[config.mk]
export PLATFORM = sky130hd
export DESIGN_NAME = spi_master_gen
export DESIGN_NICKNAME = d
export VERILOG_FILES = /design/src/rtl/spi_master_gen.sv
export SDC_FILE = /design/constraint.sdc
export NUM_CORES = 1
export LEC_CHECK = 0
export ABC_CLOCK_PERIOD_IN_PS = 11200
export BUFFER_PORTS_ARGS = -buffer_cell sky130_fd_sc_hd__buf_2
export CAP_MARGIN = 20
export CORE_ASPECT_RATIO = 1.2
export CORE_UTILIZATION = 35
export CTS_CLUSTER_DIAMETER = 40
export DETAILED_ROUTE_END_ITERATION = 8
export SETUP_SLACK_MARGIN = 0.3
export SLEW_MARGIN = 20
export SYNTH_ARGS = -nofsm -noshare
export SYNTH_HDL_FRONTEND = slang
export SYNTH_SLANG_ARGS = --single-unit
[constraint.sdc]
create_clock -name i_ck -period 11.2 [get_ports i_ck]
set_input_delay 1.68 -clock i_ck [delete_from_list [all_inputs] [get_ports i_ck]]
set_output_delay 1.68 -clock i_ck [all_outputs]
set_load 0.05 [all_outputs]
[src/rtl/spi_master_gen.sv]
// spi_master_gen: register-mapped SPI master with programmable SCLK divider,
// all four CPOL/CPHA modes, MSB/LSB-first order, frame length up to DATA_W
// bits and NUM_CS one-hot active-low chip selects with optional CS hold.
// Ports:
//   i_ck, i_rstn          system clock, asynchronous active-low reset
//   i_address, i_data     register address / write data
//   i_wr, i_rd, o_data    write strobe, read strobe, registered read data
//   o_sclk, o_csn         SPI clock, chip selects (active-low)
//   o_mosi, i_miso        serial data out / in
//   o_irq                 completion interrupt (DONE & IRQ_EN)
// Build option: define SPI_IRQ_EN to store CTRL.IRQ_EN and drive o_irq;
// otherwise o_irq is tied low and CTRL b5 reads 0.
module spi_master_gen #(
    parameter int DATA_W = 16,
    parameter int NUM_CS = 4
) (
    input  logic              i_ck,
    input  logic              i_rstn,
    input  logic [3:0]        i_address,
    input  logic [7:0]        i_data,
    input  logic              i_wr,
    input  logic              i_rd,
    output logic [7:0]        o_data,
    output logic              o_sclk,
    output logic [NUM_CS-1:0] o_csn,
    output logic              o_mosi,
    input  logic              i_miso,
    output logic              o_irq
);

    localparam int NB = DATA_W / 8;
    localparam logic [5:0] LEN_MAX = 6'(DATA_W);

    typedef enum logic [2:0] {
        IDLE,
        SETUP,
        SHIFT,
        HOLD,
        DONE
    } state_t;

    state_t state_q, state_d;

    logic [7:0]        div_q, cnt_q;
    logic [6:0]        edge_q, edge_n;
    logic [2:0]        cs_sel_q;
    logic [5:0]        len_q, len_eff, half, s_idx;
    logic              start_q, cpol_q, cpha_q, lsb_q, hold_q;
    logic              irq_en_q, done_q;
    logic [DATA_W-1:0] tx_q, rx_q, acc_q;
    logic [DATA_W-1:0] tx_first, tx_next, miso_w;
    logic              sclk_q, mosi_q;
    logic [NUM_CS-1:0] csn_q, sel_csn;
    logic [7:0]        data_q, rd_mux;
    logic              busy, wr_ok, wr_ctrl, start, tick;
    logic              last_edge, hold_n, cpol_n;
    logic              load, step, fin;

    // Position inside TX/RX of the j-th bit on the wire.
    function automatic logic [5:0] bit_pos(
        input logic       lsb,
        input logic [5:0] len,
        input logic [5:0] j
    );
        return lsb ? j : len - 6'd1 - j;
    endfunction

    assign busy    = (state_q == SETUP) || (state_q == SHIFT) ||
                     (state_q == HOLD);
    assign wr_ok   = i_wr && !busy;
    assign wr_ctrl = wr_ok && (i_address == 4'd0);
    assign start   = wr_ctrl && i_data[0];
    assign tick    = (cnt_q == div_q);
    assign len_eff = (len_q == 6'd0 || len_q > LEN_MAX) ? LEN_MAX : len_q;
    assign last_edge = (edge_q == {len_eff, 1'b0});
    assign edge_n  = edge_q + 7'd1;
    assign half    = edge_n[6:1];
    // CPHA=1 samples bit j on edge 2j+2, CPHA=0 on edge 2j+1.
    assign s_idx   = cpha_q ? half - 6'd1 : half;
    assign hold_n  = wr_ctrl ? i_data[4] : hold_q;
    assign cpol_n  = wr_ctrl ? i_data[1] : cpol_q;

    // LSB_FIRST arrives in the same write as START, so take it from the bus.
    assign tx_first = tx_q >> (i_data[3] ? 6'd0 : len_eff - 6'd1);
    assign tx_next  = tx_q >> bit_pos(lsb_q, len_eff, half);
    assign miso_w   = {{(DATA_W-1){1'b0}}, i_miso};

    always_comb begin
        sel_csn = '1;
        for (int i = 0; i < NUM_CS; i++) begin
            if (cs_sel_q == 3'(i)) sel_csn[i] = 1'b0;
        end
    end

    always_ff @(posedge i_ck or negedge i_rstn) begin
        if (!i_rstn) state_q <= IDLE;
        else         state_q <= state_d;
    end

    always_comb begin
        state_d = state_q;
        load    = 1'b0;
        step    = 1'b0;
        fin     = 1'b0;
        unique case (state_q)
            IDLE: begin
                if (start) begin
                    state_d = SETUP;
                    load    = 1'b1;
                end
            end
            SETUP: begin
                if (tick) begin
                    state_d = SHIFT;
                    step    = 1'b1;
                end
            end
            SHIFT: begin
                if (tick) begin
                    if (last_edge) state_d = HOLD;
                    else           step    = 1'b1;
                end
            end
            HOLD: begin
                if (tick) begin
                    state_d = DONE;
                    fin     = 1'b1;
                end
            end
            DONE: begin
                if (start) begin
                    state_d = SETUP;
                    load    = 1'b1;
                end else begin
                    state_d = IDLE;
                end
            end
            default: state_d = IDLE;
        endcase
    end

    // Half-period timer, SCLK edges, shifter and chip selects.
    always_ff @(posedge i_ck or negedge i_rstn) begin
        if (!i_rstn) begin
            cnt_q  <= '0;
            edge_q <= '0;
            sclk_q <= 1'b0;
            mosi_q <= 1'b0;
            acc_q  <= '0;
            rx_q   <= '0;
            csn_q  <= '1;
        end else begin
            if (load || !busy) cnt_q <= '0;
            else if (tick)     cnt_q <= '0;
            else               cnt_q <= cnt_q + 8'd1;

            if (load) begin
                edge_q <= '0;
                acc_q  <= '0;
                sclk_q <= i_data[1];
                mosi_q <= tx_first[0];
            end else if (step) begin
                edge_q <= edge_n;
                sclk_q <= ~sclk_q;
                if (edge_n[0] ^ cpha_q) begin
                    acc_q <= acc_q |
                             (miso_w << bit_pos(lsb_q, len_eff, s_idx));
                end else if (edge_n != {len_eff, 1'b0}) begin
                    mosi_q <= tx_next[0];
                end
            end else if (state_q != SHIFT) begin
                sclk_q <= cpol_n;
            end

            if (fin) rx_q <= acc_q;

            if (load)
                csn_q <= sel_csn;
            else if ((fin && !hold_q) || (!busy && !hold_n))
                csn_q <= '1;
        end
    end

    // Register file.
    always_ff @(posedge i_ck or negedge i_rstn) begin
        if (!i_rstn) begin
            start_q  <= 1'b0;
            cpol_q   <= 1'b0;
            cpha_q   <= 1'b0;
            lsb_q    <= 1'b0;
            hold_q   <= 1'b0;
`ifdef SPI_IRQ_EN
            irq_en_q <= 1'b0;
`endif
            done_q   <= 1'b0;
            div_q    <= '0;
            cs_sel_q <= '0;
            len_q    <= '0;
            tx_q     <= '0;
        end else begin
            if (wr_ctrl) begin
                start_q  <= i_data[0];
                cpol_q   <= i_data[1];
                cpha_q   <= i_data[2];
                lsb_q    <= i_data[3];
                hold_q   <= i_data[4];
`ifdef SPI_IRQ_EN
                irq_en_q <= i_data[5];
`endif
            end else if (fin) begin
                start_q <= 1'b0;
            end

            // A completing frame wins over a same-cycle clear.
            if (fin)
                done_q <= 1'b1;
            else if (i_wr && i_address == 4'd1 && i_data[0])
                done_q <= 1'b0;

            if (wr_ok && i_address == 4'd2) div_q    <= i_data;
            if (wr_ok && i_address == 4'd3) cs_sel_q <= i_data[2:0];
            if (wr_ok && i_address == 4'd4) len_q    <= i_data[5:0];
            for (int b = 0; b < NB; b++) begin
                if (wr_ok && i_address == 4'(5 + b))
                    tx_q[8*b +: 8] <= i_data;
            end
        end
    end

`ifndef SPI_IRQ_EN
    assign irq_en_q = 1'b0;
`endif

    always_comb begin
        rd_mux = 8'h00;
        case (i_address)
            4'd0: rd_mux = {2'b00, irq_en_q, hold_q, lsb_q,
                            cpha_q, cpol_q, start_q};
            4'd1: rd_mux = {6'd0, busy, done_q};
            4'd2: rd_mux = div_q;
            4'd3: rd_mux = {5'd0, cs_sel_q};
            4'd4: rd_mux = {2'b00, len_q};
            default: rd_mux = 8'h00;
        endcase
        for (int b = 0; b < NB; b++) begin
            if (i_address == 4'(5 + b)) rd_mux = tx_q[8*b +: 8];
            if (i_address == 4'(9 + b)) rd_mux = rx_q[8*b +: 8];
        end
    end

    // Registers hold pre-write values, so a same-cycle write is not seen.
    always_ff @(posedge i_ck or negedge i_rstn) begin
        if (!i_rstn)   data_q <= 8'h00;
        else if (i_rd) data_q <= rd_mux;
    end

    assign o_data = data_q;
    assign o_sclk = sclk_q;
    assign o_csn  = csn_q;
    assign o_mosi = mosi_q;
`ifdef SPI_IRQ_EN
    assign o_irq  = done_q & irq_en_q;
`else
    assign o_irq  = 1'b0;
`endif

endmodule

# After elaboration in Yosys (flattened, before gate mapping)
# Cells that the tools add are included.
[totals]
out_inout_bits = 15
wordCells = 143
reg_bits = 103
[op_classes]
muxes = 50
add_sub_neg = 6
order_cmp = 1
n_reduce_logical = 35
eq_ne = 25
shifts = 3
n_bitwise = 3
[ops]
columns = ["operator", "count"]
rows = [
  ["$mux 16", 3],
  ["$mux 8", 6],
  ["$pmux 8 s5", 1],
  ["$shr 16x6->1", 2],
  ["$mux 6", 5],
  ["$mux 1", 24],
  ["$or 16x16->16", 1],
  ["$shl 1x6->16", 1],
  ["$mux 3", 5],
  ["$pmux 3 s5", 1],
  ["$mux 7", 2],
  ["$eq 3x2->1 const B", 4],
  ["$eq 4x3->1 const B", 3],
  ["$logic_and 1x1->1", 12],
  ["$ne 2x2->1 const B", 6],
  ["$reduce_bool 2->1", 6],
  ["$sub 6x1->6 const B", 2],
  ["$sub 6x6->6", 2],
  ["$add 8x1->8 const B", 1],
  ["$eq 4x2->1 const B", 2],
  ["$eq 4x4->1 const B", 2],
  ["$eq 8x8->1", 1],
  ["$mux 4", 2],
  ["$add 7x1->7 const B", 1],
  ["20 further kinds", 28],
]

# Longest topological paths before layout
[depth]
ltp_word = 12
depth_mapped = 17

# Worst setup path after synthesis
# OpenSTA, ideal clock, no wires.
[synth_path]
path_type = "register to register"
start = "register edge_q[0]"
end = "register acc_q[11]"
t_required_ps = 11117
stages_incl_launch_ff = 18
setup_slack_ps = 7557
period_less_slack_ps = 3643
t_arrival_ps = 3561
setup_time_ps = 83
path_cell_list = "dfrtp_1 ha_1 clkbuf_1 xor2_1 inv_1 ha_1 nand2_1 a211oi_1 a21oi_1 xor2_1 inv_1 ha_1 a211o_1 a31oi_1 xnor3_1 nor4_2 nand2_1 o21ai_0"
[synth_via]
elab_chain_len = 10
word_cells_on_any_way = 18
cone_classes = "add/sub (3); eq/ne (1); shift (1); mux (8); bitwise (2); reduce/logical (3)"
[synth_lines]
columns = ["item", "line", "source"]
rows = [
  ["start, declared", "45", "logic [6:0] edge_q, edge_n;"],
  ["start signal, assigned", "163", "edge_q <= edge_n;"],
  ["$add 7x1->7", "76", "assign edge_n = edge_q + 7'd1;"],
  ["$sub 6x1->6", "79", "assign s_idx = cpha_q ? half - 6'd1 : half;"],
  ["$mux 6", "79", ""],
  ["$sub 6x6->6", "65", "return lsb ? j : len - 6'd1 - j;"],
  ["$mux 6", "65", ""],
  ["$shl 1x6->16", "167", "(miso_w << bit_pos(lsb_q, len_eff, s_idx));"],
  ["$or 16x16->16", "166", "acc_q <= acc_q |"],
  ["$mux 16", "165", "if (edge_n[0] ^ cpha_q) begin"],
  ["$mux 16", "162", "end else if (step) begin"],
  ["$mux 16", "157", "if (load) begin"],
  ["end signal, assigned", "166", ""],
  ["end, declared", "50", "logic [DATA_W-1:0] tx_q, rx_q, acc_q;"],
]
# Several ways; a longest one is shown, not always the timed one. The select of a mux whose other input is x is not followed.
# A chain may end at the register's enable or synchronous reset.

# Worst setup path in the final report
[layout_path]
start = "register edge_q[0]"
end = "register acc_q[5]"
# Same word-level chain as after synthesis.

==> impl_results.md <==
* Switch Pwr at 919 uW
* CP max FO at 11
* Yosys warns at 0
* Setup_tns at 0 ns
* Placer Congestion at 0.867
* CP Cell Sequence: ha_1 > xor2_1 > inv_1 > ha_1 > a21oi_1 > inv_1 > ha_1 > nor2b_1 > o21ai_1 > nand2b_1 > a31oi_1 > xnor3_1 > nor4_2 > nand2_1 > o21ai_0
* Num CTS Buffers at 9
* Count of different cell masters after synthesis at just over 70
* Largest net degree at the start of global routing at 60
* Worst setup SP type: flop
* Sequential share of the synthesized area at a little over two fifths
* DRC Markers at 0
* Sequential Power Share at between 30% and 40%
* Vias in the first global route at 4602
* H-tree Lvls at 3
* Tcrit/Tclk final at 39.1%
* Antenna-violating nets left at 0
* # diodes at 0
* Dpl cell area at 0.00630 mm^2
* Avg Synthesized Cell Area at 9.91 um^2
* Final slew viol count at 0
* Arrival @ worst endpoint at 4.65 ns
* Worst min-delay path category: flop to flop
* Initial Util at a little over a third
* FF+latch count, synth at between 100 and 150
* Max VDD drop at roughly 0.00011 V
* Via density at approximately 5.5
* Register Area at 0.00258 mm^2
* XOR/XNOR Fraction of Synth Area at roughly 6.0%
* Minimum clock period at 4.38 ns
* Cell Area, Synth at 0.00605 mm^2
* GRT Residual Overflow at 0
* Achievable Freq at 229 MHz
* Clock Path Buffers at 2
* Clock power frac at 16.0%
* Synth Area in Simple Gates at ~16%
* Max-Cap Viols at 0
* Die Y at 146 um
* Post-synthesis compound-gate area fraction at 14.6%
* Leakage at ~0.0029 uW
* PostCTS Resize Cnt at 0
* Area Growth Syn to Fin at 9.25%
* Final net count at 646
* Initial antenna violation count at 0
* Slowest stage delay, CP at 0.55 ns
* Crit end category: flop
* Adder-Cell Fraction of Synth Area at under 10%
* Hold Vio Cnt, Final at 0
* Clk sinks at 103
* Post-Syn Instances at 610
* Initial DRC Count at ~350
* Worst path top cell family by delay: adder cells
* Hold Buf Count CTS at 0
* Buffers & Inverters on Critical Path at 2
* Unrepaired setup endpoints after global routing: no
* Pint at roughly 1200 uW
* Gr usage total at 18.4%
* Floorplan row count at 52
* IO buf count at 30
* CTS root buffer: clkbuf_16
* Most frequent CP cell: ha_1
* Fillers at 1710
* CTS tree: done
* Setup bufs post-CTS at 0
* Finished Cell Area at roughly 0.0066 mm^2
* Core region area at 0.0169 mm^2
* Die area at ~0.018 mm^2
* Via count at 4619
* Total power at 2070 uW
* Kind of critical path: flop to flop
* Power Density at 313 mW/mm^2
* Clk slew on worst S/H paths at approximately 0.08 ns
* Layout cells sized above 1 at 19.5%
* First-pass DRT Iterations at 5
* Least-Margin Pin Slew at 1.05 ns
* Clk_lat worst skew at between 0.3 and 0.4 ns
* Sw Share at 44.4%
* I/O pin total at 32
* Multi-input combinational cell area at 0.00322 mm^2
* Rel. slew slack at 29.7%
* Comb pwr share at 50.4%
* Mux cell area share after synthesis at a little over an eighth
* Largest family of logic cells by synthesized area: simple AND/OR/NAND/NOR gates
* Fin Clk Skew at around 0.012 ns
* Drt total wl at 15300 um
* Wire per inst at 18.3 um
* Final setup fails at 0
* Main flop type after synthesis: dfrtp_1
* Outcome: finished, final reports clean
* Ys async rst share at 100%
* Number of synthesized flops with an enable pin at 0
* Critical Path RT at 11.47 ns
* First-pass GRT wire length at 25300 um
* Chip width at 122 um
* Slowest CP cell: dfrtp_1
* HPWL after detailed placement at 11200 um
==> power by group through the flow <==
stage,Combinational (uW),Sequential [uW],Clock (uW)
2_1_floorplan,884,613,0
6_report,1040,695,331
5_1_grt,1170,715,354
3_3_place_gp,1010,696,0
4_1_cts,1040,693,337
3_5_place_dp,1030,698,0
==> cells by family (layout without fill, tap and decap cells) <==
group | count (synthesis) | count (layout)
xor+xnor | 38 | 38
buf+inv | 54 | 62
compound gates | 131 | 131
simple gates | 197 | 197
fa+ha+maj | 14 | 14
mux | 72 | 72
flops | 103 | 103
other cells | 1 | 3
==> area by class of cell <==
cell class / instances / area share (%)
Clock inverter: 7 / 1.27
Clock buffer: 9 / 3.41
Timing Repair Buffer: 32 / 2.54
Multi-Input combinational cell: 455 / 48.8
Inverter: 14 / 0.795
Tap cell: 216 / 4.09
Sequential cell: 103 / 39.1
==> layout by cell type, fill, tap and decap left out, drive strengths merged, types with 13 or more instances in the layout <==
master,Yosys,routed
nand2,64,64
mux2,52,52
xnor2,24,24
dfrtp,99,99
nor2,54,54
o21ai,42,42
nand3,23,23
a21oi,21,21
xor2,13,13
mux2i,20,20
buf,20,32
inv,14,19
==> worst min-delay path, cell delays in order (launching register included) <==
cell and delay [ns]:
dfrtp_1 0.35, nand2_1 0.05, o21ai_1 0.06
==> stage by stage <==
stage          util [%]  hold slack [ns]  worst slack (ns)  cells
3_5_place_dp       37.2            0.472              6.87    820
2_1_floorplan         -            0.446              7.56    612
5_1_grt            39.1            0.516              6.39    836
3_3_place_gp       37.2            0.466              7.08    820
6_report           39.1            0.486              6.82    836
4_1_cts            39.1            0.489              6.83    836
==> sequential cells by signal, indices dropped and copies added, names as in the netlist <==
| register | cells |
|---|---|
| div_q | 8 |
| state_q | 3 |
| tx_q | 16 |
| len_q | 6 |
| cnt_q | 8 |
| lsb_q | 1 |
| cpol_q | 1 |
| o_mosi | 1 |
| o_sclk | 1 |
| cs_sel_q | 3 |
| cpha_q | 1 |
| o_data | 8 |
| o_csn | 4 |
| acc_q | 16 |
| done_q | 1 |
| edge_q | 7 |
| rx_q | 16 |
| hold_q | 1 |
| start_q | 1 |
==> Yosys cell counts (4+ instances only) <==
library cell	number	area [um^2]
a21oi_1	21	105
a22o_1	4	35.0
a22oi_1	5	37.5
a31oi_1	6	37.5
a32oi_1	8	70.1
and2_1	4	25.0
and3_1	4	25.0
buf_1	4	15.0
buf_2	9	45.0
buf_4	5	37.5
clkbuf_1	20	75.1
dfrtp_1	99	2480
dfstp_2	4	105
ha_1	12	150
inv_1	14	52.6
mux2_2	51	574
mux2i_1	19	190
nand2_1	64	240
nand3_1	23	115
nand4_1	6	37.5
nor2_1	54	203
nor2b_1	10	62.6
nor3_1	8	40.0
o21a_1	8	60.1
o21ai_0	30	150
o21ai_1	11	55.1
xnor2_1	22	193
xor2_1	13	114
==> final timing paths <==
path / start / endpoint / slack (ns) / cells past startpoint
setup / recovery: edge_q[0] / acc_q[5] / 6.82 / 15
hold / removal: acc_q[12] / acc_q[12] / 0.49 / 2
setup reg to reg: edge_q[0] / acc_q[5] / 6.82 / 15
hold reg to reg: acc_q[12] / acc_q[12] / 0.49 / 2
max in group asynchronous: i_rstn / rx_q[11] / 8.71 / 2
min in group asynchronous: i_rstn / edge_q[6] / 1.31 / 1
==> routing by layer <==
| metal | GRT usage, % | part of all wire, % | vias up |
|---|---|---|---|
| met1 | 24.4 | 45 | 2287 |
| met5 | 0 | 0 | - |
| met3 | 3.06 | 3.7 | 25 |
| met4 | 6.79 | 2.2 | 0 |
| met2 | 29.9 | 49 | 114 |
| li1 | - | - | 2193 |
(Power assumes the default switching activity.)
